$ cat src/rtl/fetch_pc_sequencer_pkg.sv
// Package: fetch_seq_pkg
// Shared types and helpers for the fetch PC sequencer and its FTQ.
//   fseq_state_t : sequencer FSM states
//   ftq_entry_t  : one fetch target queue entry (PC only for now)
//   next_seq_pc  : sequential next-block address, wrapping at the PC width
package fetch_seq_pkg;

    // Storage width of an FTQ entry PC. The sequencer's XLEN defaults to this.
    localparam int FSEQ_PC_W = 32;

    typedef enum logic [1:0] {
        IDLE   = 2'd0,
        RUN    = 2'd1,
        DRAIN  = 2'd2,
        HALTED = 2'd3
    } fseq_state_t;

    // Kept as a struct so commit-side fields (history, slot masks) can be added.
    typedef struct packed {
        logic [FSEQ_PC_W-1:0] pc;
    } ftq_entry_t;

    // Plain add; the carry out is dropped so the address wraps.
    function automatic logic [FSEQ_PC_W-1:0] next_seq_pc(
        input logic [FSEQ_PC_W-1:0] pc,
        input logic [FSEQ_PC_W-1:0] step
    );
        return pc + step;
    endfunction

endpackage

$ cat src/rtl/fetch_pc_sequencer_if.sv
// Interface: fetch_pc_sequencer_if
// Bundles the fetch-unit / commit-side signals of fetch_pc_sequencer.
//   master : drives pc_in, start, stall_in, redirect_*, pred_*, ftq_deq
//   slave  : the sequencer; drives fetch_*, ftq_head_*, ftq_count, halted
// With FSEQ_PERF_CNT_EN defined, perf_blocks / perf_redirects /
// perf_stall_cycles are added as slave outputs.
interface fetch_pc_sequencer_if #(
    parameter int XLEN      = 32,
    parameter int FTQ_DEPTH = 8
);
    localparam int CW = $clog2(FTQ_DEPTH) + 1;

    logic [XLEN-1:0] pc_in;
    logic            start;
    logic            stall_in;
    logic            redirect_valid;
    logic [XLEN-1:0] redirect_pc;
    logic            pred_valid;
    logic [XLEN-1:0] pred_pc;
    logic [XLEN-1:0] fetch_pc;
    logic            fetch_valid;
    logic            fetch_stall;
    logic            ftq_deq;
    logic            ftq_head_valid;
    logic [XLEN-1:0] ftq_head_pc;
    logic [CW-1:0]   ftq_count;
    logic            halted;
`ifdef FSEQ_PERF_CNT_EN
    logic [31:0]     perf_blocks;
    logic [31:0]     perf_redirects;
    logic [31:0]     perf_stall_cycles;
`endif

    modport master (
`ifdef FSEQ_PERF_CNT_EN
        input  perf_blocks, perf_redirects, perf_stall_cycles,
`endif
        output pc_in, start, stall_in, redirect_valid, redirect_pc,
        output pred_valid, pred_pc, ftq_deq,
        input  fetch_pc, fetch_valid, fetch_stall,
        input  ftq_head_valid, ftq_head_pc, ftq_count, halted
    );

    modport slave (
`ifdef FSEQ_PERF_CNT_EN
        output perf_blocks, perf_redirects, perf_stall_cycles,
`endif
        input  pc_in, start, stall_in, redirect_valid, redirect_pc,
        input  pred_valid, pred_pc, ftq_deq,
        output fetch_pc, fetch_valid, fetch_stall,
        output ftq_head_valid, ftq_head_pc, ftq_count, halted
    );

endinterface

$ cat src/rtl/fetch_pc_sequencer_ftq_fifo.sv
// Module: ftq_fifo
// Circular FIFO of ftq_entry_t used as the fetch target queue.
//   clk, rst            : clock, asynchronous active-high reset
//   push, push_data     : enqueue (ignored when full)
//   pop                 : dequeue head (ignored when empty)
//   flush               : empty the queue; overrides push and pop
//   head_data/head_valid: oldest entry and non-empty flag
//   count, full         : occupancy and full flag (current count)
module ftq_fifo import fetch_seq_pkg::*; #(
    parameter int DEPTH = 8
) (
    input  logic                       clk,
    input  logic                       rst,
    input  logic                       push,
    input  ftq_entry_t                 push_data,
    input  logic                       pop,
    input  logic                       flush,
    output ftq_entry_t                 head_data,
    output logic                       head_valid,
    output logic [$clog2(DEPTH):0]     count,
    output logic                       full
);
    localparam int AW = $clog2(DEPTH);
    localparam int CW = AW + 1;
    localparam logic [AW-1:0] PTR_ONE  = AW'(1);
    localparam logic [CW-1:0] CNT_ONE  = CW'(1);
    localparam logic [CW-1:0] CNT_FULL = CW'(DEPTH);

    ftq_entry_t    mem_r [DEPTH];
    logic [AW-1:0] rd_ptr_r;
    logic [AW-1:0] wr_ptr_r;
    logic [CW-1:0] count_r;
    logic          push_ok_s;
    logic          pop_ok_s;

    assign full       = (count_r == CNT_FULL);
    assign head_valid = (count_r != '0);
    assign push_ok_s  = push && !full;
    assign pop_ok_s   = pop && head_valid;

    // Pointer and occupancy bookkeeping; DEPTH is a power of two so pointers wrap naturally.
    always_ff @(posedge clk or posedge rst) begin
        if (rst) begin
            rd_ptr_r <= '0;
            wr_ptr_r <= '0;
            count_r  <= '0;
        end else if (flush) begin
            rd_ptr_r <= '0;
            wr_ptr_r <= '0;
            count_r  <= '0;
        end else begin
            if (push_ok_s) begin
                wr_ptr_r <= wr_ptr_r + PTR_ONE;
            end
            if (pop_ok_s) begin
                rd_ptr_r <= rd_ptr_r + PTR_ONE;
            end
            case ({push_ok_s, pop_ok_s})
                2'b10:   count_r <= count_r + CNT_ONE;
                2'b01:   count_r <= count_r - CNT_ONE;
                default: count_r <= count_r;
            endcase
        end
    end

    // Entry storage; contents are only observed while the slot is occupied.
    always_ff @(posedge clk) begin
        if (push_ok_s && !flush) begin
            mem_r[wr_ptr_r] <= push_data;
        end
    end

    assign head_data = mem_r[rd_ptr_r];
    assign count     = count_r;

endmodule

$ cat src/rtl/fetch_pc_sequencer.sv
// Module: fetch_pc_sequencer
// Fetch-block PC generator: picks the next block PC (commit redirect >
// predictor > sequential), records every issued block in the FTQ and runs
// the IDLE -> RUN -> DRAIN -> HALTED start-up / program-end sequence.
//   clk, rst : clock, asynchronous active-high reset
//   bus      : fetch_pc_sequencer_if.slave (start/pc_in, stall_in, redirect,
//              prediction, fetch_pc/fetch_valid/fetch_stall, FTQ head/deq/
//              count, halted)
// Optional: define FSEQ_PERF_CNT_EN for saturating perf counters on the bus.
module fetch_pc_sequencer import fetch_seq_pkg::*; #(
    parameter int XLEN          = FSEQ_PC_W,
    parameter int FETCH_WIDTH   = 3,
    parameter int FTQ_DEPTH     = 8,
    parameter int PROG_END_ADDR = 132,
    parameter int HALT_DELAY    = 3
) (
    input  logic                  clk,
    input  logic                  rst,
    fetch_pc_sequencer_if.slave   bus
);
    localparam int CW  = $clog2(FTQ_DEPTH) + 1;
    localparam int DCW = $clog2(HALT_DELAY) + 1;
    localparam logic [XLEN-1:0]      END_PC    = XLEN'(PROG_END_ADDR);
    localparam logic [FSEQ_PC_W-1:0] SEQ_STEP  = FSEQ_PC_W'(4 * FETCH_WIDTH);
    localparam logic [DCW-1:0]       HALT_LAST = DCW'(HALT_DELAY - 1);
    localparam logic [DCW-1:0]       DCNT_ONE  = DCW'(1);

    fseq_state_t          state_r;
    logic [XLEN-1:0]      fetch_pc_r;
    logic [XLEN-1:0]      head_hold_r;
    logic [DCW-1:0]       drain_cnt_r;
    logic                 halted_r;

    logic                 redirect_s;
    logic                 fire_s;
    logic [FSEQ_PC_W-1:0] seq_pc_s;
    logic [XLEN-1:0]      next_pc_s;
    ftq_entry_t           push_entry_s;
    ftq_entry_t           ftq_head_s;
    logic                 ftq_head_valid_s;
    logic                 ftq_full_s;
    logic [CW-1:0]        ftq_count_s;

    // A redirect arriving before the first start has nothing to correct.
    assign redirect_s = bus.redirect_valid && (state_r != IDLE);

    // Fire decision; full is judged on the current count so a same-cycle dequeue cannot free a slot.
    always_comb begin
        fire_s = 1'b0;
        if ((state_r == RUN) && !redirect_s && !bus.stall_in && !ftq_full_s && (fetch_pc_r < END_PC)) begin
            fire_s = 1'b1;
        end else begin
            fire_s = 1'b0;
        end
    end

    // Next-PC mux and FTQ entry formation.
    always_comb begin
        seq_pc_s     = next_seq_pc(FSEQ_PC_W'(fetch_pc_r), SEQ_STEP);
        push_entry_s = '0;
        push_entry_s.pc = FSEQ_PC_W'(fetch_pc_r);
        if (bus.pred_valid) begin
            next_pc_s = bus.pred_pc;
        end else begin
            next_pc_s = seq_pc_s[XLEN-1:0];
        end
    end

    ftq_fifo #(
        .DEPTH (FTQ_DEPTH)
    ) u_ftq (
        .clk        (clk),
        .rst        (rst),
        .push       (fire_s),
        .push_data  (push_entry_s),
        .pop        (bus.ftq_deq && !redirect_s),
        .flush      (redirect_s),
        .head_data  (ftq_head_s),
        .head_valid (ftq_head_valid_s),
        .count      (ftq_count_s),
        .full       (ftq_full_s)
    );

    // Sequencer FSM: redirect overrides everything except IDLE.
    always_ff @(posedge clk or posedge rst) begin
        if (rst) begin
            state_r     <= IDLE;
            fetch_pc_r  <= '0;
            drain_cnt_r <= '0;
            halted_r    <= 1'b0;
        end else if (redirect_s) begin
            fetch_pc_r  <= bus.redirect_pc;
            drain_cnt_r <= '0;
            halted_r    <= 1'b0;
            state_r     <= (bus.redirect_pc >= END_PC) ? DRAIN : RUN;
        end else begin
            case (state_r)
                IDLE: begin
                    if (bus.start) begin
                        fetch_pc_r <= bus.pc_in;
                        state_r    <= RUN;
                    end
                end
                RUN: begin
                    if (fire_s) begin
                        fetch_pc_r <= next_pc_s;
                    end
                    if (fetch_pc_r >= END_PC) begin
                        state_r     <= DRAIN;
                        drain_cnt_r <= '0;
                    end
                end
                DRAIN: begin
                    if (drain_cnt_r == HALT_LAST) begin
                        state_r  <= HALTED;
                        halted_r <= 1'b1;
                    end else begin
                        drain_cnt_r <= drain_cnt_r + DCNT_ONE;
                    end
                end
                HALTED: begin
                    if (bus.start) begin
                        fetch_pc_r <= bus.pc_in;
                        halted_r   <= 1'b0;
                        state_r    <= RUN;
                    end
                end
                default: begin
                    state_r <= IDLE;
                end
            endcase
        end
    end

    // Remember the last valid head so ftq_head_pc holds once the queue empties.
    always_ff @(posedge clk or posedge rst) begin
        if (rst) begin
            head_hold_r <= '0;
        end else if (ftq_head_valid_s) begin
            head_hold_r <= ftq_head_s.pc[XLEN-1:0];
        end else begin
            head_hold_r <= head_hold_r;
        end
    end

    assign bus.fetch_pc       = fetch_pc_r;
    assign bus.fetch_valid    = fire_s;
    assign bus.fetch_stall    = bus.stall_in | halted_r;
    assign bus.halted         = halted_r;
    assign bus.ftq_head_valid = ftq_head_valid_s;
    assign bus.ftq_head_pc    = ftq_head_valid_s ? ftq_head_s.pc[XLEN-1:0] : head_hold_r;
    assign bus.ftq_count      = ftq_count_s;

`ifdef FSEQ_PERF_CNT_EN
    logic [31:0] perf_blocks_r;
    logic [31:0] perf_redirects_r;
    logic [31:0] perf_stall_cycles_r;

    // Saturating event counters.
    always_ff @(posedge clk or posedge rst) begin
        if (rst) begin
            perf_blocks_r       <= 32'd0;
            perf_redirects_r    <= 32'd0;
            perf_stall_cycles_r <= 32'd0;
        end else begin
            if (fire_s && (perf_blocks_r != 32'hFFFF_FFFF)) begin
                perf_blocks_r <= perf_blocks_r + 32'd1;
            end
            if (redirect_s && (perf_redirects_r != 32'hFFFF_FFFF)) begin
                perf_redirects_r <= perf_redirects_r + 32'd1;
            end
            if ((state_r == RUN) && !fire_s && (perf_stall_cycles_r != 32'hFFFF_FFFF)) begin
                perf_stall_cycles_r <= perf_stall_cycles_r + 32'd1;
            end
        end
    end

    assign bus.perf_blocks       = perf_blocks_r;
    assign bus.perf_redirects    = perf_redirects_r;
    assign bus.perf_stall_cycles = perf_stall_cycles_r;
`endif

endmodule

$ cat src/flat_wrapper.sv
// flat-port wrapper written by rule: the top's interface ports become plain ports
module fetch_pc_sequencer_flat import fetch_seq_pkg::*;
#(
    parameter int XLEN          = FSEQ_PC_W,
    parameter int FETCH_WIDTH   = 3,
    parameter int FTQ_DEPTH     = 8,
    parameter int PROG_END_ADDR = 132,
    parameter int HALT_DELAY    = 3
)
  (clk, rst, bus_pc_in, bus_start, bus_stall_in, bus_redirect_valid, bus_redirect_pc, bus_pred_valid, bus_pred_pc, bus_ftq_deq, bus_fetch_pc, bus_fetch_valid, bus_fetch_stall, bus_ftq_head_valid, bus_ftq_head_pc, bus_ftq_count, bus_halted);
  fetch_pc_sequencer_if #(.XLEN(XLEN), .FTQ_DEPTH(FTQ_DEPTH)) bus_i ();
  input  logic clk;
  input  logic rst;
  input wire logic [$bits(bus_i.pc_in)-1:0] bus_pc_in;
  input wire logic [$bits(bus_i.start)-1:0] bus_start;
  input wire logic [$bits(bus_i.stall_in)-1:0] bus_stall_in;
  input wire logic [$bits(bus_i.redirect_valid)-1:0] bus_redirect_valid;
  input wire logic [$bits(bus_i.redirect_pc)-1:0] bus_redirect_pc;
  input wire logic [$bits(bus_i.pred_valid)-1:0] bus_pred_valid;
  input wire logic [$bits(bus_i.pred_pc)-1:0] bus_pred_pc;
  input wire logic [$bits(bus_i.ftq_deq)-1:0] bus_ftq_deq;
  output wire logic [$bits(bus_i.fetch_pc)-1:0] bus_fetch_pc;
  output wire logic [$bits(bus_i.fetch_valid)-1:0] bus_fetch_valid;
  output wire logic [$bits(bus_i.fetch_stall)-1:0] bus_fetch_stall;
  output wire logic [$bits(bus_i.ftq_head_valid)-1:0] bus_ftq_head_valid;
  output wire logic [$bits(bus_i.ftq_head_pc)-1:0] bus_ftq_head_pc;
  output wire logic [$bits(bus_i.ftq_count)-1:0] bus_ftq_count;
  output wire logic [$bits(bus_i.halted)-1:0] bus_halted;
  assign bus_i.pc_in = bus_pc_in;
  assign bus_i.start = bus_start;
  assign bus_i.stall_in = bus_stall_in;
  assign bus_i.redirect_valid = bus_redirect_valid;
  assign bus_i.redirect_pc = bus_redirect_pc;
  assign bus_i.pred_valid = bus_pred_valid;
  assign bus_i.pred_pc = bus_pred_pc;
  assign bus_i.ftq_deq = bus_ftq_deq;
  assign bus_fetch_pc = bus_i.fetch_pc;
  assign bus_fetch_valid = bus_i.fetch_valid;
  assign bus_fetch_stall = bus_i.fetch_stall;
  assign bus_ftq_head_valid = bus_i.ftq_head_valid;
  assign bus_ftq_head_pc = bus_i.ftq_head_pc;
  assign bus_ftq_count = bus_i.ftq_count;
  assign bus_halted = bus_i.halted;
  fetch_pc_sequencer #(.XLEN(XLEN), .FETCH_WIDTH(FETCH_WIDTH), .FTQ_DEPTH(FTQ_DEPTH), .PROG_END_ADDR(PROG_END_ADDR), .HALT_DELAY(HALT_DELAY)) u_core (.clk(clk), .rst(rst), .bus(bus_i));
endmodule
$ cat config.mk
export PLATFORM = sky130hd
export DESIGN_NAME = fetch_pc_sequencer_flat
export DESIGN_NICKNAME = d
export VERILOG_FILES = /design/src/rtl/fetch_pc_sequencer_pkg.sv /design/src/rtl/fetch_pc_sequencer_if.sv /design/src/rtl/fetch_pc_sequencer_ftq_fifo.sv /design/src/rtl/fetch_pc_sequencer.sv /design/src/flat_wrapper.sv
export SDC_FILE = /design/constraint.sdc
export NUM_CORES = 1
export LEC_CHECK = 0
export CAP_MARGIN = 25
export CELL_PAD_IN_SITES_DETAIL_PLACEMENT = 1
export CELL_PAD_IN_SITES_GLOBAL_PLACEMENT = 2
export CORE_ASPECT_RATIO = 2
export CORE_UTILIZATION = 37
export CTS_CLUSTER_DIAMETER = 120
export DETAILED_ROUTE_END_ITERATION = 12
export GPL_ROUTABILITY_DRIVEN = 0
export PLACE_DENSITY_LB_ADDON = 0.1
export SETUP_SLACK_MARGIN = 0.2
export SYNTH_ARGS = -nofsm -noshare
export SYNTH_HDL_FRONTEND = slang
export SYNTH_HIERARCHICAL = 1
export SYNTH_SLANG_ARGS = --single-unit
$ cat constraint.sdc
create_clock -name clk -period 4.5 [get_ports clk]
set_input_delay 0.45 -clock clk [delete_from_list [all_inputs] [get_ports clk]]
set_output_delay 0.45 -clock clk [all_outputs]
set_load 0.1 [all_outputs]
**Word level (Yosys, flattened, before mapping)**

Memories as Yosys holds them, arrays and structs flattened.
Index checks and enable logic that the tools add are counted.

- Memory bits (writable): 256
- Memories kept: 1
- Output and inout bits: 72
- Bits of input ports: 103
- Register bits: 80

Memories:

| memory | depth | width | rd ports | clocked after Yosys merged registers in | write ports | line | text |
|---|---|---|---|---|---|---|---|
| u_core.u_ftq.mem_r | 8 | 32 | 1 | 0 | 1 | fetch_pc_sequencer_ftq_fifo.sv:29 | `ftq_entry_t mem_r [DEPTH];` |

- Muxes and demuxes: 29
- Bitwise logic cells: 1
- Eq/ne operators: 13
- Order comparisons: 3
- Reduce and logical (&&, ||, !) cells: 26
- Add/subtract/negate cells: 6

Operators with widths:

| operator | count |
|---|---|
| $mux W32 | 5 |
| $ge A32 B8 Y1 const B | 2 |
| $pmux W32 S2 | 1 |
| $add A32 B4 Y32 const B | 1 |
| $lt A32 B8 Y1 const B | 1 |
| $mux W3 | 7 |
| $ne A3 B2 Y1 const B | 4 |
| $reduce_and A3 Y1 | 4 |
| $reduce_bool A3 Y1 | 4 |
| $mux W2 | 5 |
| $add A3 B1 Y3 const B | 3 |
| $logic_and A1 B1 Y1 | 9 |
| $pmux W4 S2 | 1 |
| $eq A2 B2 Y1 const B | 3 |
| $mux W1 | 6 |
| $ne A3 B1 Y1 const B | 2 |
| $pmux W2 S3 | 1 |
| $pmux W3 S2 | 1 |
| $reduce_bool A2 Y1 | 3 |
| $add A4 B1 Y4 const B | 1 |
| $eq A2 B1 Y1 const B | 2 |
| $eq A4 B4 Y1 const B | 1 |
| $mux W4 | 1 |
| $reduce_bool A4 Y1 | 1 |
| other kinds (7) | 9 |

**Depth between registers and ports, before layout**

Gate-level depths: netlist of the first run.

- Word-level depth: 12
- Mapped depth: 14
- Depth with buffers taken out: 11

**Modules after synthesis**

Netlist of the first run, hierarchy kept.

Modules (own cells, without submodules):

| module | seq. area each (sq um) | cells an instance | instances | area an instance (sq um) |
|---|---|---|---|---|
| ftq_fifo | 7937.6 | 451 | 1 | 10314.9 |
| fetch_pc_sequencer | 1751.7 | 483 | 1 | 4513.1 |

**Worst setup path before layout of the first run**

Ideal clock, no wire load.

- Kind: reg2reg
- Start: register u_core.fetch_pc_r[19] (netlist: u_core/bus.fetch_pc[19])
- End: memory u_core/u_ftq/mem_r[0][0] in the netlist's numbering (enable)
- Data required time: 4.039 ns
- Clock period less this slack: 5.999 ns
- Path slack: -1.499 ns
- Cell stages (with the launch flop): 11
- Buffers on the path: 2
- Data arrival time: 5.538 ns
- Cells stage by stage: dfrtp_1 buf_6 nor4_2 nand4_1 a211oi_4 and4_1 buf_6 inv_1 nor3_1 nand2b_1 nor3_1

- Cells in the longest elaborated chain, start to end: 7

RTL lines:

| item | line | text |
|---|---|---|
| from (decl) | fetch_pc_sequencer.sv:29 | `logic [XLEN-1:0] fetch_pc_r;` |
| from (signal assigned) | fetch_pc_sequencer.sv:92 | `fetch_pc_r <= bus.redirect_pc;` |
| from (signal assigned) | fetch_pc_sequencer.sv:100 | `fetch_pc_r <= bus.pc_in;` |
| from (signal assigned) | fetch_pc_sequencer.sv:106 | `fetch_pc_r <= next_pc_s;` |
| $lt A32 B8 Y1 | fetch_pc_sequencer.sv:50 | `if ((state_r == RUN) && !redirect_s && !bus.stall_in && !ftq_full_s && (fetch_pc_r < END_PC)) begin` |
| $logic_and A1 B1 Y1 | fetch_pc_sequencer.sv:50 |  |
| $mux W1 | fetch_pc_sequencer.sv:50 |  |
| via bus_fetch_valid | flat_wrapper.sv:23 | `output wire logic [$bits(bus_i.fetch_valid)-1:0] bus_fetch_valid;` |
| $logic_and A1 B1 Y1 | fetch_pc_sequencer_ftq_fifo.sv:38 | `assign push_ok_s = push && !full;` |
| $logic_and A1 B1 Y1 | fetch_pc_sequencer_ftq_fifo.sv:68 | `if (push_ok_s && !flush) begin` |
| $mux W1 | fetch_pc_sequencer_ftq_fifo.sv:68 |  |
| $mux W1 (implied by the code) | fetch_pc_sequencer_ftq_fifo.sv:69 | `mem_r[wr_ptr_r] <= push_data;` |
| to (decl) | fetch_pc_sequencer_ftq_fifo.sv:29 |  |

The timed path passes the listed nets, and every way through them passes these cells.

**Worst setup path after layout of the first run**

- Start: register u_core.fetch_pc_r[14] (netlist: u_core/bus.fetch_pc[14])
- End: memory u_core/u_ftq/mem_r[1][24] in the netlist's numbering (enable)

- Cells in the longest elaborated chain, start to end: 7

RTL lines:

| item | line |
|---|---|
| $lt A32 B8 Y1 | fetch_pc_sequencer.sv:50 |
| $logic_and A1 B1 Y1 | fetch_pc_sequencer.sv:50 |
| $mux W1 | fetch_pc_sequencer.sv:50 |
| $logic_and A1 B1 Y1 | fetch_pc_sequencer_ftq_fifo.sv:38 |
| $logic_and A1 B1 Y1 | fetch_pc_sequencer_ftq_fifo.sv:68 |
| $mux W1 | fetch_pc_sequencer_ftq_fifo.sv:68 |
| $mux W1 (implied by the code) | fetch_pc_sequencer_ftq_fifo.sv:69 |

Every way passes these cells.

==> summary.txt, run 1 <==
Outcome
  – Status: finished clean

Routing
  – Via-per-instance ratio: 5.476
  – Pre-antenna DRT Iters: 4
  – Antenna viol nets, final: 0
  – Vias post-DR: 9,139
  – WL/cell: 25.06 µm
  – Initial DRC count: 402
  – DRC: 0
  – Drt total wl: 41,820 µm

Pwr
  – Switching share of power: 39.34%
  – Combinational share of power: 34.1%
  – Flop pwr share: 39.7%
  – Pwr Density: 578.9 nW/µm²
  – Power, Total: 10.64 mW
  – P_int: 6.454 mW
  – Sw Pwr: 4.185 mW
  – Peak supply drop: 0.3187 mV
  – Leak: 6.293 nW
  – Clk network pwr share: 26.2%

STA
  – Final critical-path required period: 3.845 ns
  – Final worst slack: 0.6545 ns
  – Slew HR: 29.14%
  – Final hold violations: 0
  – Period utilization: 85.45%
  – WHS: 0.2328 ns
  – Layout Skew: 0.01901 ns
  – RSZ-0062 raised after global routing: no
  – Post-Route Setup TNS: 0 ns
  – Max Slew Vio Count: 0
  – Final setup violation count: 0
  – Maximum clock rate: 260.0 MHz
  – Slew @ Worst Pin: 1.060 ns

Clock network
  – CTS buffer count: 31
  – Clock Latency Late Sink: 0.58 ns
  – Register clock-pin slew on the reported worst setup and hold paths: 0.07 ns
  – H-tree depth: 1
  – PostCTS Resize Cnt: 0
  – CTS tree: built
  – Clock root cell: clkbuf_16
  – Clock sink total: 336
  – Post-CTS setup buffer count: 0
  – CTS Buffer Depth: 3
  – CTS Hold Buffers Added: 0

Synth
  – Synthesized instance count: 934
  – Ys Warns: 6
  – Area contributors post-synth: edfxtp_1, dfrtp_1, mux4_2, mux2_2, o21ai_0
  – Sequential area share after synthesis: 65.34%
  – Top cell type's share of synthesized area: 51.84%
  – Yosys reg bits: 336
  – Post-synth EDFFs: 256
  – Post-synth top area cell: edfxtp_1
  – Commonest cells in the netlist: edfxtp_1, dfrtp_1, o21ai_0
  – Ys async rst share: 23.81%
  – Post-synth top flop: edfxtp_1
  – Synth unique cells: 82
  – Avg Synthesized Cell Area: 15.88 µm²
  – Synthesized Nets: 1,049
  – Most numerous cell in the Yosys netlist: edfxtp_1
  – Synth Cell Area: 14,830 µm²

Global route
  – Overflow after GRT: 0
  – GRT Util Overall: 21.31%
  – First-pass GRT wire length: 63,610 µm
  – Largest net degree at the start of global routing: 44
  – Initial antenna violation count: 1
  – Vias in the first global route: 10,230

Worst setup path
  – Peak fanout along the critical path: 32
  – Critical path class: flop to flop
  – CP startpoint kind: flop
  – Crit path cell chain: nor4_1 > nand4_1 > a211oi_4 > and4_4 > inv_1 > nor3_1 > nand2_1 > nor3_4 > buf_12
  – WP data required: 4.75 ns
  – Signal arrival time at the worst endpoint: 4.10 ns
  – Worst setup EP type: flop
  – Slowest cell on the critical path: nor4_1
  – Slowest stage delay, CP: 0.63 ns

Cells and area
  – Share of layout cells above drive strength 1: 25.61%
  – Area Overhead vs Synth: 23.95%
  – # fillers: 3,951
  – Post-route cell area: 18,380 µm²
  – Final nets: 1,235
  – Diode count: 0

Die
  – Row Count: 103
  – Die width: 143.6 µm
  – Initial Utilization: 37.60%
  – Total die area: 40,930 µm²
  – Core box area: 39,440 µm²
  – Io pins: 175
  – Vert. Die Dim: 285.1 µm

Placed design
  – Place WS: 0.4584 ns
  – Placed cell areas: 17,310 µm²
  – Hpwl dp: 28,400 µm
  – Number of port buffers: 174

Min path
  – HP Class: input port to asynchronous set/reset pin

Job
  – Max Cap Violations: 0
==> sequential cells by signal, indices dropped and copies added (netlist names) <==
register and cells:
u_core/u_ftq/wr_ptr_r 3, u_core/u_ftq/mem_r 256, u_core/bus.fetch_pc 32, u_core/state_r 2, u_core/bus.halted 1, u_core/u_ftq/count 4, u_core/u_ftq/rd_ptr_r 3, u_core/head_hold_r 32
u_core/drain_cnt_r 3
==> final timing paths <==
| check | from | end | slack, ns | cells after the start |
|---|---|---|---|---|
| max | u_core/bus.fetch_pc[14]$_DFFE_PP0P_ | u_core/u_ftq/mem_r[1][24]$_DFFE_PP_ | 0.65 | 9 |
| max reg2reg | u_core/bus.fetch_pc[14]$_DFFE_PP0P_ | u_core/u_ftq/mem_r[1][24]$_DFFE_PP_ | 0.65 | 9 |
| max in group asynchronous | rst | u_core/head_hold_r[24]$_DFF_PP0_ | 3.14 | 3 |
| min in group clk | bus_redirect_pc[4] | u_core/bus.fetch_pc[4]$_DFFE_PP0P_ | 0.48 | 3 |
| min reg2reg | u_core/head_hold_r[4]$_DFF_PP0_ | u_core/head_hold_r[4]$_DFF_PP0_ | 0.50 | 1 |
| min | rst | u_core/u_ftq/wr_ptr_r[1]$_DFFE_PP0P_ | 0.23 | 2 |
==> power by group through the flow <==
stage | sequential, mW | combinational, mW | clock [mW]
global route | 4.27 | 3.87 | 2.96
floorplan | 5.37 | 1.29 | 0
global placement | 4.26 | 3.65 | 0
detailed placement | 4.29 | 3.65 | 0
CTS | 4.22 | 3.66 | 2.87
finish | 4.22 | 3.63 | 2.79
==> cell usage in the layout, fill, tap and decap left out, drive strengths merged, types with 8 or more instances in the layout <==
cell | netlist | final
edfxtp | 256 | 256
clkdlybuf4s50 | 0 | 141
dfrtp | 80 | 80
o21ai | 72 | 72
buf | 33 | 72
mux2 | 66 | 66
mux4 | 64 | 64
nor2 | 41 | 41
nand2 | 36 | 36
clkbuf | 27 | 35
a21oi | 31 | 31
nand3 | 20 | 20
nor4 | 14 | 14
a221oi | 13 | 13
inv | 11 | 13
clkinv | 1 | 13
ha | 12 | 12
nor3 | 12 | 12
and3 | 11 | 11
xor2 | 10 | 10
o31ai | 10 | 10
nand4 | 9 | 9
a211oi | 9 | 9
a31oi | 8 | 8
nand2b | 8 | 8
==> layer usage <==
metal  wire, µm  part of all wire, %  GRT usage [%]  vias up
met5          0                    0              0        -
met4       1481                  3.5          8.138        0
met3       1542                  3.7          2.720       64
met2      22600                   54          38.93      239
met1      16190                   39          24.97     4731
li1           -                    -              -     4105
==> final cells by class <==
class,instances,area [µm²],area share [%]
Sequential cell,336,9694,52.75
Timing Repair Buffer,213,2064,11.23
Clock inverter,22,282.8,1.539
Tap cell,525,656.9,3.574
Multi-Input combinational cell,526,4838,26.33
Clock buffer,35,790.8,4.303
Inverter,12,51.30,0.2791
==> per-stage QoR <==
stage,std cells,util [%]
5_1_grt,1669,46.61
4_1_cts,1669,46.61
2_1_floorplan,934,-
3_5_place_dp,1612,43.88
3_3_place_gp,1612,43.88
6_report,1669,46.61
==> critical path: cells and delay by family (launching register included) <==
kind                   cells  cell delay [ns]
AO/OA/AOI/OAI              1             0.43
flip-flops                 1             0.56
buffers and inverters      2             0.36
AND/OR/NAND/NOR            6             2.15
==> cells by family after synthesis <==
logic type	after synthesis	share of synthesized area, %
mux	133	14.96
fa+ha+maj	12	1.013
compound gates	194	9.029
simple gates	175	6.430
buf+inv	72	2.515
xor+xnor	12	0.7088
flops	336	65.34
Note: power is estimated with default switching activity, not from simulation.
==> inputs of run 2 (changes only) <==
--- a/config.mk
+++ b/config.mk
@@ -9,7 +9,8 @@
 export CELL_PAD_IN_SITES_DETAIL_PLACEMENT = 1
 export CELL_PAD_IN_SITES_GLOBAL_PLACEMENT = 2
 export CORE_ASPECT_RATIO = 2
-export CORE_UTILIZATION = 37
+export CORE_MARGIN = 2
+export CORE_UTILIZATION = 41
 export CTS_CLUSTER_DIAMETER = 120
 export DETAILED_ROUTE_END_ITERATION = 12
 export GPL_ROUTABILITY_DRIVEN = 0
==> constraint.sdc (replaced) <==
create_clock -name clk -period 4.3 [get_ports clk]
set_input_delay 0.43 -clock clk [delete_from_list [all_inputs] [get_ports clk]]
set_output_delay 0.43 -clock clk [all_outputs]
set_load 0.1 [all_outputs]
==> run 2 against run 1 <==
Largest cell class unchanged. Clock skew up 0.0060 ns. Critical path type is now flop to primary output. First-iteration DRC count up 12%. Non-clock buffer count down 10. Wire length down 3.6%.
==> summary.txt, run 2 (synthesis gave the netlist of run 1 again) <==
STA
  – Final setup violation count: 0
  – Slew HR: 25.65%
  – Slew @ Worst Pin: 1.112 ns
  – Layout Skew: 0.02497 ns
  – Final worst slack: 0.6958 ns
  – RSZ-0062 raised after global routing: no
  – Post-Route Setup TNS: 0 ns
  – Max Slew Vio Count: 0
  – Maximum clock rate: 277.5 MHz
  – Final hold violations: 0
  – Period utilization: 83.82%
  – Final critical-path required period: 3.604 ns

Cells and area
  – Biggest register: u_core/u_ftq/mem_r
  – Diode count: 0
  – Share of layout cells above drive strength 1: 27.10%
  – Max reg flops: 256
  – Area Overhead vs Synth: 22.63%
  – Most frequent cells in the layout: edfxtp_1, clkdlybuf4s50_1, o21ai_0
  – Final nets: 1,224
  – Commonest non-fill, non-tap cell in the layout: edfxtp_1
  – Final core utilization: 50.96%

Worst setup path
  – Worst setup EP type: primary output
  – Signal arrival time at the worst endpoint: 3.17 ns
  – Peak fanout along the critical path: 33
  – CP startpoint kind: flop
  – Crit path buffers/inverters: 2
  – Slowest cell on the critical path: clkdlybuf4s50_1
  – Crit path cell chain: or3_2 > or2_2 > buf_4 > clkdlybuf4s50_1
  – Slowest stage delay, CP: 1.04 ns
  – Family with the most delay on the worst path: buffers and inverters
  – WP data required: 3.87 ns
  – Critical path class: flop to primary output

Die
  – Total die area: 37,790 µm²
  – Die width: 138.5 µm
  – Initial Utilization: 41.56%
  – Core box area: 35,680 µm²
  – Io pins: 175
  – Row Count: 98
  – Vert. Die Dim: 272.9 µm

Routing
  – Pre-antenna DRT Iters: 4
  – WL/cell: 25.46 µm
  – Via-per-instance ratio: 5.677
  – Drt total wl: 40,310 µm
  – Vias post-DR: 8,987
  – Antenna viol nets, final: 0
  – Initial DRC count: 449
  – DRC: 0

Global route
  – Vias in the first global route: 9,778
  – Overflow after GRT: 0
  – Largest net degree at the start of global routing: 46
  – GRT Util Overall: 21.52%
  – Initial antenna violation count: 0
  – First-pass GRT wire length: 61,530 µm

Pwr
  – Peak supply drop: 0.4012 mV
  – Leak: 6.181 nW
  – Pwr Density: 595.0 nW/µm²

Outcome
  – Status: finished clean

Clock network
  – CTS Buffer Depth: 3
  – PostCTS Resize Cnt: 0
  – Clock sink total: 336
  – CTS tree: built
  – Clock root cell: clkbuf_16
  – Register clock-pin slew on the reported worst setup and hold paths: 0.07 ns
  – Clock Latency Late Sink: 0.57 ns
  – CTS buffer count: 30
  – Post-CTS setup buffer count: 0
  – CTS Hold Buffers Added: 0
  – H-tree depth: 1

Job
  – Max Cap Violations: 0

Placed design
  – Number of port buffers: 174
  – Hpwl dp: 27,300 µm
  – Place WS: 0.7540 ns

Min path
  – HP Class: input port to asynchronous set/reset pin
run 2: worst paths after layout:
kind | startpoint | endpoint | slack, ns | cells after the start
min in group clk | bus_redirect_pc[4] | u_core/bus.fetch_pc[4]$_DFFE_PP0P_ | 0.46 | 3
max in group asynchronous | rst | u_core/bus.fetch_pc[12]$_DFFE_PP0P_ | 2.93 | 3
worst min-delay path | rst | u_core/u_ftq/wr_ptr_r[2]$_DFFE_PP0P_ | 0.22 | 2
worst max register to register | u_core/bus.fetch_pc[13]$_DFFE_PP0P_ | u_core/u_ftq/mem_r[7][21]$_DFFE_PP_ | 0.71 | 9
worst max-delay path | u_core/u_ftq/count[0]$_DFFE_PP0P_ | bus_ftq_head_valid | 0.70 | 4
worst min register to register | u_core/head_hold_r[15]$_DFF_PP0_ | u_core/head_hold_r[15]$_DFF_PP0_ | 0.50 | 1
run 2: where the power goes:
part / total (mW) / internal [mW] / switching, mW / leakage [nW]
logic: 3.45 / 0.968 / 2.49 / 2.40
clock network: 2.69 / 1.50 / 1.19 / 0.476
registers: 4.68 / 4.07 / 0.613 / 3.30
run 2: area by class of cell:
cell class / instances / area (µm²)
clock buffer: 34 / 787.0
clock inverter: 22 / 195.2
fill: 3409 / 17500
inverter: 12 / 51.30
multi-input combinational: 526 / 4823
sequential: 336 / 9729
tap: 450 / 563.0
timing repair buffer: 203 / 2034
run 2: worst register-to-register path, cell delays in order (launching register included):
cell      delay (ns)
dfrtp_2         0.54
nor4_2          0.44
nand4_1         0.28
a211oi_4        0.40
and4_4          0.37
inv_1           0.11
nor3_1          0.25
nand2_1         0.29
nor2_4          0.32
buf_12          0.26
run 2: stage by stage:
step           area [µm²]  hold slack (ns)  std cells  power (mW)
2_1_floorplan       14920           0.2700        934       6.994
3_3_place_gp        17170           0.4837       1526       8.148
3_5_place_dp        17200           0.4895       1527       8.226
4_1_cts             18180           0.2183       1583       10.92
5_1_grt             18180           0.2515       1583       11.29
6_report            18180           0.2193       1583       10.82
run 2: per-layer routing:
layer / share of wire, % / wire length, µm / track usage [%]
met5: 0 / 0 / 0
met4: 3.4 / 1386 / 7.599
met3: 4.2 / 1673 / 2.874
met2: 54 / 21810 / 40.49
met1: 38 / 15440 / 25.00
==> RTL edit 1, RTL diff (flow settings as in run 1) <==
`FTQ_DEPTH` is set to 8 in 3 places; all go to 4.
--- a/src/rtl/fetch_pc_sequencer_if.sv
+++ b/src/rtl/fetch_pc_sequencer_if.sv
@@ -6,7 +6,7 @@
 // perf_stall_cycles are added as slave outputs.
 interface fetch_pc_sequencer_if #(
     parameter int XLEN      = 32,
-    parameter int FTQ_DEPTH = 8
+    parameter int FTQ_DEPTH = 4
 );
     localparam int CW = $clog2(FTQ_DEPTH) + 1;
 
--- a/src/rtl/fetch_pc_sequencer.sv
+++ b/src/rtl/fetch_pc_sequencer.sv
@@ -10,7 +10,7 @@
 module fetch_pc_sequencer import fetch_seq_pkg::*; #(
     parameter int XLEN          = FSEQ_PC_W,
     parameter int FETCH_WIDTH   = 3,
-    parameter int FTQ_DEPTH     = 8,
+    parameter int FTQ_DEPTH     = 4,
     parameter int PROG_END_ADDR = 132,
     parameter int HALT_DELAY    = 3
 ) (
--- a/src/flat_wrapper.sv
+++ b/src/flat_wrapper.sv
@@ -3,7 +3,7 @@
 #(
     parameter int XLEN          = FSEQ_PC_W,
     parameter int FETCH_WIDTH   = 3,
-    parameter int FTQ_DEPTH     = 8,
+    parameter int FTQ_DEPTH     = 4,
     parameter int PROG_END_ADDR = 132,
     parameter int HALT_DELAY    = 3
 )
Ports: changed (resized bus_ftq_count); port bits go from 175 to 174. No check against the original RTL was run, so the function may have changed too.
==> RTL edit 1 against run 1 <==
Worst hold slack improved by 33 ps. Worst setup slack improved by 530 ps. Final area down 33%. Utilization grew 1.1 points. Die area decreased by 34%. Synthesized area shrank 34%. Sequential cell count down 131. Global-route usage is 1.0 points higher. Total power shrank 12%. Maximum frequency is 16% higher. Synthesized cell count is 23% lower. Routed wire length is 30% lower. Clock power decreased by 40%.
==> RTL edit 1: results (changes against run 1) <==
GRT
  • GR Util met3: 2.38% (-0.35 points)
  • Tot GR Track Use: 22.3% (+1.0 points)
  • Met1 GRT Util: 25.3% (+0.36 points)
  • Vias in the first global route: 7,521 (-27%)
  • Initial antenna violation count: 0 (-1)
  • Largest net degree at the start of global routing: 52 (+18%)
  • GR Util met2: 41.9% (+3.0 points)
  • First-pass GRT wire length: 44,700 µm (-30%)

Critical path
  • Slowest cell delay on critical path: 530 ps (-100 ps)
  • Crit. Startpoint: u_core/bus.fetch_pc[8]
  • Worst R2R End: u_core/u_ftq/mem_r[2][23]
  • Critical path's slowest cell: dfrtp_1
  • Critical Path Fanout Max: 20 (-38%)
  • Critical Path AT: 3480 ps (-620 ps)
  • Largest delay contributor family on the critical path: simple AND/OR/NAND/NOR gates
  • Register-to-register setup slack: 1190 ps (+530 ps)
  • R2R depth: 8 (-1)

Layout
  • Ant. Diodes: 0 (unchanged)
  • Nets: 996 (-19%)
  • Layout cells sized above 1: 19.6% (-6.0 points)
  • Max FFs per register: 128 (-50%)

Synth
  • Synth Area per Inst: 13.7 µm² (-14%)
  • Syn_nets: 833 (-21%)
  • Yosys cell types: 77 (-6.1%)
  • EDFF count, synth: 128 (-50%)
  • Synth top cells by count: edfxtp_1 (128), dfrtp_1 (77), o21ai_0 (67)
  • Sequential cell area fraction in the yosys report: 58.9% (-6.4 points)
  • Top cells by area, synth: edfxtp_1 (39%), dfrtp_1 (20%), mux4_2 (6.4%), mux2_2 (3.7%), o21ai_0 (3.4%)
  • Asr flop ratio synth: 37.6% (+14 points)

Routing
  • Routed wire per std cell: 23.9 µm (-4.8%)
  • Vias per cell: 5.56 (+1.5%)
  • Detailed Routing Iterations Pass 1: 4 (unchanged)
  • Iteration-0 DRC Markers: 313 (-22%)
  • Met2 routed WL: 16,200 µm (-28%)
  • Routed via count: 6,858 (-25%)
  • Wl on met1: 11,300 µm (-30%)
  • Detailed-routed wire length on met3: 1020 µm (-34%)

Timing
  • Worst slew margin: 28.0% (-1.1 points)
  • Min Tclk post-route: 3310 ps (-531 ps)
  • Hold_ws: 266 ps (+33.1 ps)
  • Clock skew: 12.4 ps (-6.61 ps)

Clock network
  • Num CTS Buffers: 20 (-35%)
  • Clock slew at reported path FFs: 70 ps (about the same)
  • Clock buffer depth: 3 (unchanged)
  • Post-CTS Setup Inserts: 0 (unchanged)
  • Clk_lat worst skew: 500 ps (-80 ps)
  • Post-cts sizing count: 0 (unchanged)

Place
  • # port buffers: 173 (-0.57%)
  • Pre-CTS setup slack: 1150 ps (+689 ps)
  • # placed instances: 1,198 (-26%)
  • Post-Place Cell Area: 11,700 µm² (-33%)
  • HPWL after DPL: 21,500 µm (-24%)

Power and ir drop
  • Worst VDD drop: 0.376 mV (+18%)
  • Leak Pwr: 4.34 nW (-31%)

Status
  • Status: finished, final reports clean
RTL edit 1: changes by cell type after synthesis, sizes merged, moves of 3 or more:
cell and change:
inv +4, nor2 -8, and2 +5, nand2 -7, mux2 -33, nor3 -5, clkbuf -9, dfrtp -3
mux4 -32, edfxtp -128
RTL edit 1: power by group:
| group | internal [mW] | switching (mW) |
|---|---|---|
| logic | 1.16 | 3.48 |
| clock network | 0.949 | 0.717 |
| registers | 2.49 | 0.517 |
RTL edit 1: logic make-up (layout without fill, tap and decap cells):
family          Yosys count  after routing  synth area share [%]
simple gates            158            158                  9.01
mux                      68             68                  11.7
compound gates          196            196                  13.7
flops                   205            205                  58.9
fa+ha+maj                13             13                  1.74
xor+xnor                 10             10                 0.895
buf+inv                  67            244                  4.03
RTL edit 1: area by class of cell:
type | count | area (µm²)
tap | 340 | 425
multi-input combinational | 445 | 3630
clock buffer | 23 | 553
inverter | 15 | 56.3
clock inverter | 13 | 106
sequential | 205 | 5770
timing repair buffer | 193 | 1800
fill | 2669 | 13500
==> RTL edit 2, RTL diff (settings of run 1) <==
Without the edit above. Re-encode `fseq_state_t` (4 states) as Gray code, 2 bits wide.
--- a/src/rtl/fetch_pc_sequencer_pkg.sv
+++ b/src/rtl/fetch_pc_sequencer_pkg.sv
@@ -9,10 +9,10 @@
     localparam int FSEQ_PC_W = 32;
 
     typedef enum logic [1:0] {
-        IDLE   = 2'd0,
-        RUN    = 2'd1,
-        DRAIN  = 2'd2,
-        HALTED = 2'd3
+        IDLE   = 2'b00,
+        RUN    = 2'b01,
+        DRAIN  = 2'b11,
+        HALTED = 2'b10
     } fseq_state_t;
 
     // Kept as a struct so commit-side fields (history, slot masks) can be added.
Behaviour: same outputs for any inputs over 4 cycles, from zero or initial values and one cycle with rst high; so few cycles prove little.
==> RTL edit 2 against run 1 <==
Die area fell by 0.37%. Worst setup slack improved by 110 ps. Sequential power is 2% higher. Sequential cell count stayed put. Routed wire length up 7.5%. Critical path depth decreased by 6. Global-route usage is 1.7 points higher. First-iteration DRC count grew 12%. Via count increased by 1.7%. Synthesized area fell by 0.37%. Maximum frequency up 3.0%. Utilization is 0.083 points higher. Total power is 2.0% lower. Critical endpoint is now bus_ftq_head_valid. Final area up 0.18%.
==> RTL edit 2: results (changes against run 1) <==
Status
  • Status: finished, final reports clean

Synth
  • Yosys cell types: 80 (-2.4%)
  • Sequential cell area fraction in the yosys report: 65.6% (+0.24 points)
  • Post-synthesis xor/xnor area fraction: 0.593% (-0.12 points)
  • Syn_nets: 1,047 (-0.19%)
  • Multiplexer share of the synthesized area: 15.3% (+0.34 points)
  • Synth top cells by count: edfxtp_1 (256), dfrtp_1 (80), mux2_2 (69)
  • Top cells by area, synth: edfxtp_1 (52%), dfrtp_1 (14%), mux4_2 (9.8%), mux2_2 (5.3%), nor2_1 (1.4%)
  • Post-synthesis compound-gate area fraction: 8.63% (-0.40 points)
  • Post-Synth Adder-Cell Area: 0.678% (-0.34 points)

Timing
  • Transition time of the tightest slew-check pin: 1040 ps (-23.6 ps)

GRT
  • Vias in the first global route: 10,400 (+1.2%)
  • Largest net degree at the start of global routing: 59 (+34%)
  • Tot GR Track Use: 23.0% (+1.7 points)
  • Initial antenna violation count: 0 (-1)

Critical path
  • FF-to-FF Start: u_core/bus.fetch_pc[19]
  • R2R depth: 8 (-1)
  • Worst R2R End: u_core/u_ftq/mem_r[5][11]
  • Register-to-register setup slack: 1080 ps (+430 ps)
  • Critical Path AT: 3280 ps (-820 ps)

Routing
  • Routed WL: 44,900 µm (+7.5%)
  • Iteration-0 DRC Markers: 449 (+12%)
  • Vias per cell: 5.53 (+1.0%)

Place
  • HPWL after DPL: 31,300 µm (+10%)
  • Post-Place Cell Area: 17,300 µm² (about the same)

Power and ir drop
  • Worst VDD drop: 0.350 mV (+9.9%)
  • Net Sw Frac: 38.7% (-0.64 points)

Clock network
  • Num CTS Buffers: 30 (-3.2%)

Layout
  • Layout cells sized above 1: 26.5% (+0.88 points)
  • Nets: 1,242 (+0.57%)
==> RTL edit 2: changes by cell type after synthesis, moves of 7 or more <==
cell and change:
nor2_1 +14, nor3_1 +10, clkbuf_1 +9, a2bb2oi_1 +7
inv_1 +13, a21oi_1 -8, o21ai_0 -30, nand3_1 -8
==> RTL edit 2: worst max-delay path by stage <==
stage	start	to	cells past startpoint
final	u_core/u_ftq/count[0]	bus_ftq_head_valid	3
after floorplan	u_core/bus.fetch_pc[28]	u_core/u_ftq/mem_r[7][0]	8
after global routing	u_core/u_ftq/count[0]	bus_ftq_head_valid	3
after CTS	u_core/u_ftq/count[0]	bus_ftq_head_valid	3
after global placement	u_core/bus.fetch_pc[18]	u_core/u_ftq/mem_r[5][12]	8
after detailed placement	u_core/bus.fetch_pc[19]	u_core/u_ftq/mem_r[5][13]	8
==> RTL edit 2: final cells by class <==
class	count	area, µm²	area share (%)
flip-flops and latches	336	9710	52.7
multi-input cells	517	4750	25.8
repair buffers	222	2090	11.4
clock buffers	39	846	4.59
well taps	525	657	3.57
clock inverters	17	258	1.40
inverters	24	96.3	0.523
==> RTL edit 2: stage by stage <==
step                      std cells  hold slack, ps  power (mW)  setup WS, ps  util (%)
after floorplan                 936             290        6.36           177         -
after global placement         1624             482        7.64          1040      43.9
after detailed placement       1624             487        7.66          1020      43.9
after CTS                      1680            89.1        10.5           643      46.7
after global routing           1680             129        10.8           638      46.7
final                          1680             110        10.4           765      46.7
==> RTL edit 2: kinds of logic after synthesis <==
family                     after synthesis
DFF                                    336
adders and majority gates                8
xor gates and xnor gates                10
muxes                                  137
buffers and inverters                   83
and+or+nand+nor                        187
AOI/OAI and AO/OA                      175
==> RTL edit 2: worst max-delay path, stage by stage, from the launching register on <==
cell and delay (ps):
dfrtp_2 470, or3_2 500, or2_2 620, clkdlybuf4s50_1 1100
==> RTL edit 2: routing by layer <==
layer  wire length, µm  share of wire, %  global-route usage (%)
met1             16300                36                    25.5
met2             25300                56                    43.4
met3              1610               3.6                    2.70
met4              1780               4.0                    9.47
met5                 0                 0                       0
==> RTL edit 2: power groups by stage <==
stage / sequential, mW / combinational [mW] / clock [mW]
final: 4.30 / 3.28 / 2.84
after global routing: 4.35 / 3.44 / 3.01
after CTS: 4.31 / 3.29 / 2.92
after detailed placement: 4.38 / 3.28 / 0
after global placement: 4.36 / 3.28 / 0
after floorplan: 5.40 / 0.961 / 0
